`src/rtl/manchester_tx.sv`:
```
// manchester_tx
//   Takes 16-bit words from the SPI slave receive stage and sends each one as
//   a Manchester-coded frame on a single wire. The frame is SYNC_BITS '1' bits,
//   then the data MSB first, then an optional parity bit, then a one-bit-time
//   low stop guard. A one-deep holding register takes a word that arrives while
//   a frame is still being sent. A word that arrives while that register is
//   already full is dropped and flags overrun.
//   Encoding follows IEEE 802.3: '1' is sent low then high, '0' is sent high
//   then low, and the idle line is low.
//
// Build option: define PARITY_EN to send an even-parity bit after the data.
//
// Ports
//   clk_in   system clock
//   rst      synchronous reset, active low
//   rx_data  word from the SPI slave
//   rx_flag  level from the SPI slave; each rising edge marks a new word
//   man_out  registered Manchester line
//   tx_busy  high while a frame is being sent
//   tx_done  one-cycle pulse at the end of each frame
//   overrun  sticky drop flag; only reset clears it
module manchester_tx #(
   parameter int DATA_W    = 16,
   parameter int CLK_DIV   = 4,
   parameter int SYNC_BITS = 3
) (
   input  logic              clk_in,
   input  logic              rst,
   input  logic [DATA_W-1:0] rx_data,
   input  logic              rx_flag,
   output logic              man_out,
   output logic              tx_busy,
   output logic              tx_done,
   output logic              overrun
);

   localparam int CW = (CLK_DIV > 1) ? $clog2(CLK_DIV) : 1;
   localparam int BW = $clog2(DATA_W + SYNC_BITS);

   localparam logic [2:0] S_IDLE = 3'd0;
   localparam logic [2:0] S_SYNC = 3'd1;
   localparam logic [2:0] S_DATA = 3'd2;
`ifdef PARITY_EN
   localparam logic [2:0] S_PAR  = 3'd3;
`endif
   localparam logic [2:0] S_STOP = 3'd4;

   logic [2:0]        state_q, state_d;
   logic [CW-1:0]     cnt_q, cnt_d;
   logic              half_q, half_d;
   logic [BW-1:0]     bit_q, bit_d;
   logic [DATA_W-1:0] shift_q, shift_d;
   logic [DATA_W-1:0] hold_q, hold_d;
   logic              hold_vld_q, hold_vld_d;
   logic              flag_q;
   logic              man_q, man_d;
   logic              busy_q, busy_d;
   logic              done_q, done_d;
   logic              ovr_q, ovr_d;
`ifdef PARITY_EN
   logic              par_q, par_d;
`endif

   logic trig, drain, half_end, bit_end;

   always_comb begin
      state_d    = state_q;
      cnt_d      = cnt_q;
      half_d     = half_q;
      bit_d      = bit_q;
      shift_d    = shift_q;
      hold_d     = hold_q;
      hold_vld_d = hold_vld_q;
      ovr_d      = ovr_q;
      man_d      = 1'b0;
      done_d     = 1'b0;
`ifdef PARITY_EN
      par_d      = par_q;
`endif

      trig     = rx_flag & ~flag_q;
      drain    = (state_q == S_IDLE) && hold_vld_q;
      half_end = (cnt_q == CW'(CLK_DIV - 1));
      bit_end  = half_end && half_q;

      // Half-bit timing runs whenever a frame is in progress.
      if (state_q != S_IDLE) begin
         cnt_d = half_end ? '0 : cnt_q + 1'b1;
         if (half_end) half_d = ~half_q;
      end

      // man_d encodes the half-bit of the current state. The line register
      // therefore trails the state by one cycle. That is where the second
      // cycle of trigger-to-line latency comes from.
      case (state_q)
         S_IDLE: begin
            if (hold_vld_q) begin
               shift_d = hold_q;
`ifdef PARITY_EN
               par_d   = ^hold_q;
`endif
               cnt_d   = '0;
               half_d  = 1'b0;
               bit_d   = '0;
               state_d = S_SYNC;
            end
         end
         S_SYNC: begin
            man_d = half_q;
            if (bit_end) begin
               if (bit_q == BW'(SYNC_BITS - 1)) begin
                  bit_d   = '0;
                  state_d = S_DATA;
               end else begin
                  bit_d = bit_q + 1'b1;
               end
            end
         end
         S_DATA: begin
            man_d = half_q ? shift_q[DATA_W-1] : ~shift_q[DATA_W-1];
            if (bit_end) begin
               shift_d = {shift_q[DATA_W-2:0], 1'b0};
               if (bit_q == BW'(DATA_W - 1)) begin
                  bit_d   = '0;
`ifdef PARITY_EN
                  state_d = S_PAR;
`else
                  state_d = S_STOP;
`endif
               end else begin
                  bit_d = bit_q + 1'b1;
               end
            end
         end
`ifdef PARITY_EN
         S_PAR: begin
            man_d = half_q ? par_q : ~par_q;
            if (bit_end) state_d = S_STOP;
         end
`endif
         S_STOP: begin
            if (bit_end) begin
               state_d = S_IDLE;
               done_d  = 1'b1;
            end
         end
         default: state_d = S_IDLE;
      endcase

      // Holding register. If the register drains in this cycle, it can take
      // a new word in the same cycle.
      if (drain) hold_vld_d = 1'b0;
      if (trig) begin
         if (!hold_vld_q || drain) begin
            hold_d     = rx_data;
            hold_vld_d = 1'b1;
         end else begin
            ovr_d = 1'b1;
         end
      end

      busy_d = (state_d != S_IDLE);
   end

   always_ff @(posedge clk_in) begin
      if (!rst) begin
         state_q    <= S_IDLE;
         cnt_q      <= '0;
         half_q     <= 1'b0;
         bit_q      <= '0;
         shift_q    <= '0;
         hold_q     <= '0;
         hold_vld_q <= 1'b0;
         flag_q     <= 1'b0;
         man_q      <= 1'b0;
         busy_q     <= 1'b0;
         done_q     <= 1'b0;
         ovr_q      <= 1'b0;
`ifdef PARITY_EN
         par_q      <= 1'b0;
`endif
      end else begin
         state_q    <= state_d;
         cnt_q      <= cnt_d;
         half_q     <= half_d;
         bit_q      <= bit_d;
         shift_q    <= shift_d;
         hold_q     <= hold_d;
         hold_vld_q <= hold_vld_d;
         flag_q     <= rx_flag;
         man_q      <= man_d;
         busy_q     <= busy_d;
         done_q     <= done_d;
         ovr_q      <= ovr_d;
`ifdef PARITY_EN
         par_q      <= par_d;
`endif
      end
   end

   assign man_out = man_q;
   assign tx_busy = busy_q;
   assign tx_done = done_q;
   assign overrun = ovr_q;

endmodule

```
`config.mk`:
```
export PLATFORM = sky130hd
export DESIGN_NAME = manchester_tx
export DESIGN_NICKNAME = d
export VERILOG_FILES = /design/src/rtl/manchester_tx.sv
export SDC_FILE = /design/constraint.sdc
export NUM_CORES = 1
export LEC_CHECK = 0
export BUFFER_PORTS_ARGS = -buffer_cell sky130_fd_sc_hd__buf_2
export CORE_AREA = 3 3 79 81
export DETAILED_ROUTE_END_ITERATION = 16
export DIE_AREA = 0 0 82 84
export MAX_ROUTING_LAYER = met4
export SYNTH_ARGS = -nofsm -noshare
export SYNTH_HDL_FRONTEND = slang
export SYNTH_SLANG_ARGS = --single-unit
```
`constraint.sdc`:
```
create_clock -name clk_in -period 2.3 [get_ports clk_in]
set_clock_uncertainty 0.15 [all_clocks]
set_input_delay 0.23 -clock clk_in [delete_from_list [all_inputs] [get_ports clk_in]]
set_output_delay 0.23 -clock clk_in [all_outputs]
set_load 0.05 [all_outputs]
```
# [Word-level counts from Yosys, hierarchy flattened]
# Index checks and enable logic that the tools add are counted.
[totals] ff_bits=49 wordCells=72
[classes] bitwise_logic=5 eq_ne=9 n_addsub=2 n_mux=30 n_reduce_logical=14
[ops] op="two-way mux 16 bit" count=2
[ops] op="one-hot mux 16 bit (2 select lines)" count=1
[ops] op="two-way mux 5 bit" count=5
[ops] op="two-way mux 3 bit" count=6
[ops] op="one-hot mux 5 bit (3 select lines)" count=1
[ops] op="one-hot mux 3 bit (4 select lines)" count=1
[ops] op="two-way mux 1 bit" count=9
[ops] op="nonzero test 3 bit" count=3
[ops] op="two-way mux 2 bit" count=4
[ops] op="inequality test 2 bit (second input constant)" count=3
[ops] op="AND reduction 2 bit" count=3
[ops] op="adder 5 x 1 -> 5 bit (second input constant)" count=1
[ops] op="equality test 5 x 2 -> 1 bit (second input constant)" count=1
[ops] op="equality test 5 x 4 -> 1 bit (second input constant)" count=1
[ops] op="inverter 1 bit" count=4
[ops] op="AND reduction 4 bit" count=1
[ops] op="equality test 3 x 1 -> 1 bit (second input constant)" count=1
[ops] op="equality test 3 x 2 -> 1 bit (second input constant)" count=1
[ops] op="equality test 3 bit (second input constant)" count=1
[ops] op="logical NOT 3 bit" count=1
[ops] op="AND reduction 3 bit" count=1
[ops] op="adder 2 x 1 -> 2 bit (second input constant)" count=1
[ops] op="equality test 2 bit (second input constant)" count=1
[ops] op="logical AND 1 bit" count=2
[ops] op="other kinds (5)" count=5

# [Depth between registers and ports, before layout]
[logic_depth] word_depth=5 ltp_mapped=8 ltp_nobuf=8

# [Worst setup path after synthesis]
# Ideal clock, no wire load.
[synth_timing] kind="reg-to-reg" startpoint="register bit_q[0]" endpoint="register bit_q[1]" slack_ns=0.363 stages_incl_launch_ff=9 setup_time_ns=0.088 t_required_ns=2.062 arrival_ns=1.699 cell_sequence="dfxtp_1 -> ha_1 -> nand3_1 -> inv_1 -> ha_1 -> or2_2 -> o32ai_2 -> nand3_2 -> o32ai_2"
[synth_between] elab_chain_cells=4
[synth_lines] element="from (decl)" line_no="51" rtl="logic [BW-1:0] bit_q, bit_d;"
[synth_lines] element="from (signal assigned)" line_no="186" rtl="bit_q <= bit_d;"
[synth_lines] element="adder 5 x 1 -> 5 bit, or another cell as far along" line_no="115, 131"
[synth_lines] element="two-way mux 5 bit (on tied branches)" line_no="123, 111"
[synth_lines] element="two-way mux 5 bit (on tied branches)" line_no="121, 110"
[synth_lines] element="one-hot mux 5 bit (3 select lines) *" line_no="95" rtl="case (state_q)"
# Every way passes the cells marked *; elsewhere a longest branch is shown, timed or not. The select of a mux whose other input is x is not followed.
# A chain may end at the register's enable or synchronous reset.

# [Worst setup path after layout]
# Same ends and word-level chain as after synthesis.

==> results.txt <==
RSZ-0062 raised after global routing - false
Least-Margin Pin Slew - 487.5 ps
Critical path peak fanout - 5
Combinational share of power - 12.2%
Post-synth EDFFs - 0
Final Max Tran Viols - 0
Slew margin rel. - 67.46%
GR Util All Layers - 14.40%
TritonCTS clock tree - built
Initial antenna violation count - 0
Crit path DAT - 2170 ps
Worst-skew pair later-pin latency - 300 ps
Status - finished, final reports clean
Netlist cell types - 46
Via count - 1,730
Clock share of power - 31.1%
Seq/Total Area, Yosys - 43.24%
H-tree depth - 2
DRC violations left - 0
CP Launch Type - register
CTS buffer count - 5
Wire length per cell - 12.24 um
Dpl hpwl - 2790 um
Fin util - 47.63%
P&R area growth vs syn - 16.33%
First-pass GRT wire length - 7652 um
DRT iter0 DRCs - 64
Most common cell after layout, fill and taps aside - dfxtp_1
Port bufs - 22
Cell Pwr Density - 612.4 nW/um^2
Slowest CP cell - dfxtp_1
DRT Wirelength - 4248 um
Mapped Cells - 244
Syn nets - 269
CP delay by family, top - simple AND/OR/NAND/NOR gates
Antenna Diode Count - 0
Syn Area/Cell - 9.297 sq um
Vias in the first global route - 1,753
Mapped Area - 2268 sq um
Critical path class - reg -> reg
I/O pin count - 23
1st-pass router iterations - 4
Flop pwr share - 56.7%
Commonest non-fill, non-tap cells in the layout - dfxtp_1, nand2_1, nor2_1
Setup TNS Final - 0 ps
Endpoint type of the worst setup path - register
Hold Violations, Final - 0
Yosys warnings - 0
Switching power - 424.2 uW
Grt ovf - 0
Predominant post-synthesis flop cell - dfxtp_1
Vias per cell - 4.986
Initial Utilization - 40.94%
Sw Ratio - 26.25%
Asr flop ratio synth - 0%
Post-route ant nets - 0
Buf/Inv on CP - 1
Final Wtd Congestion - 0.8012
# rows - 27
Maximum clock frequency - 474.9 MHz
Period minus WS final - 2106 ps
Core area - 5540 sq um
Final setup viols - 0
Yosys reg bits - 49
Pin count of the biggest net entering global routing - 38
Cell taking the most area after synthesis - dfxtp_1
CP Cell Sequence - ha_1 > nand3_1 > inv_1 > ha_1 > or2_2 > o32ai_2 > nand3_2 > o32ai_2
Die Span Y - 84 um
Root Driver - clkbuf_8
LEAKAGE - 0.0009365 uW
Die area - 6888 sq um
Layout cell share with drive strength beyond 1 - 21.82%
CTS max path bufs - 2
Synth area leaders - dfxtp_1, a211oi_2, mux2i_1, nand2_1, a21oi_1
Chip Width - 82 um
Peak supply drop - 0.3220 mV
Int Power - 1192 uW
Final nets - 299
Clk sinks - 49
Post-CTS Resized - 0
Critical Path RT - 2370 ps
Critical Path Max Stage Delay - 360 ps
Clock transition at path regs - 90 ps
Hold WC Path Type - in -> reg
Share of the synthesized area in the top cell type - 43.24%
Maxcap violations - 0
Post-route clock period utilization - 91.56%
-- state kept, by name (all words and copies together), names as in the netlist --
register / flops
state_q: 3
hold_vld_q: 1
flag_q: 1
overrun: 1
man_out: 1
tx_busy: 1
bit_q: 5
hold_q: 16
tx_done: 1
cnt_q: 2
half_q: 1
shift_q: 16
-- worst register-to-register path, delay by kind of cell (launching register included) --
kind	cells	cell delay [ps]
AO/OA/AOI/OAI	2	420
buffers and inverters	1	50
flip-flops	1	360
AND/OR/NAND/NOR	3	600
adder cells (fa/ha/maj)	2	440
-- timing repair --
| item | CTS | global route |
|---|---|---|
| hold endpoints to repair | 11 | 0 |
| hold buffers | 11 | 0 |
| buffers inserted | 0 | 0 |
-- stage by stage --
stage               area, sq um  hold slack, ps  total power (uW)  std cells  worst slack [ps]
floorplan                  2268           201.7              1074        244             363.3
global placement           2441           292.8              1118        328             263.2
detailed placement         2441           298.9              1122        328             215.5
CTS                        2639          0.3985              1640        347             195.8
global route               2639           22.69              1702        347             29.64
finish                     2639           9.870              1616        347             194.1
-- per-layer routing --
metal	wire (um)	GRT usage, %	vias up
met5	0	-	-
met4	77	6.647	0
met3	116	2.916	7
met2	2041	22.48	16
met1	2013	17.58	793
li1	-	-	914
-- power groups by stage --
stage | Clock (uW) | Combinational, uW | Sequential (uW)
6_report | 503 | 197 | 917
2_1_floorplan | 0 | 139 | 935
4_1_cts | 523 | 200 | 917
3_3_place_gp | 0 | 182 | 936
5_1_grt | 554 | 225 | 923
3_5_place_dp | 0 | 185 | 937
-- synthesized netlist by cell type, types with 2 or more instances --
library cell   n
dfxtp_1       49
nand2_1       37
nor2_1        25
a21oi_1       21
mux2i_1       16
a211oi_2      15
inv_1          7
ha_1           6
buf_2          4
buf_4          4
clkbuf_1       4
nand2b_1       4
nor3_1         4
o211ai_1       4
nand3_1        3
nand3b_1       3
nand4_1        3
a31oi_1        2
buf_6          2
nand4b_1       2
nor4b_1        2
o31ai_1        2
o32ai_2        2
-- area by class of cell --
class	count	area [sq um]
timing repair buffer	39	277.8
sequential	49	980.9
inverter	8	30.03
clock inverter	2	15.01
clock buffer	6	72.57
fill	553	2902
tap	72	90.09
multi-input combinational	171	1172
-- worst paths after layout --
check / start / slack [ps] / to / cells past startpoint
setup reg to reg: bit_q[0] / 190 / bit_q[1] / 8
hold reg to reg: hold_q[8] / 310 / hold_q[8] / 2
hold / removal: rx_data[12] / 10 / hold_q[12] / 3
setup / recovery: bit_q[0] / 190 / bit_q[1] / 8
-- logic make-up after synthesis --
kind of cell             after synthesis  synth area share [%]
XOR/XNOR                               1                0.3862
buffers and inverters                 24                 5.570
AO/OA/AOI/OAI                         54                 20.19
adder cells (fa/ha/maj)                6                 3.309
multiplexers                          16                 7.060
flip-flops                            49                 43.24
AND/OR/NAND/NOR                       94                 20.24
No activity file was read; power rests on OpenSTA's default activity.
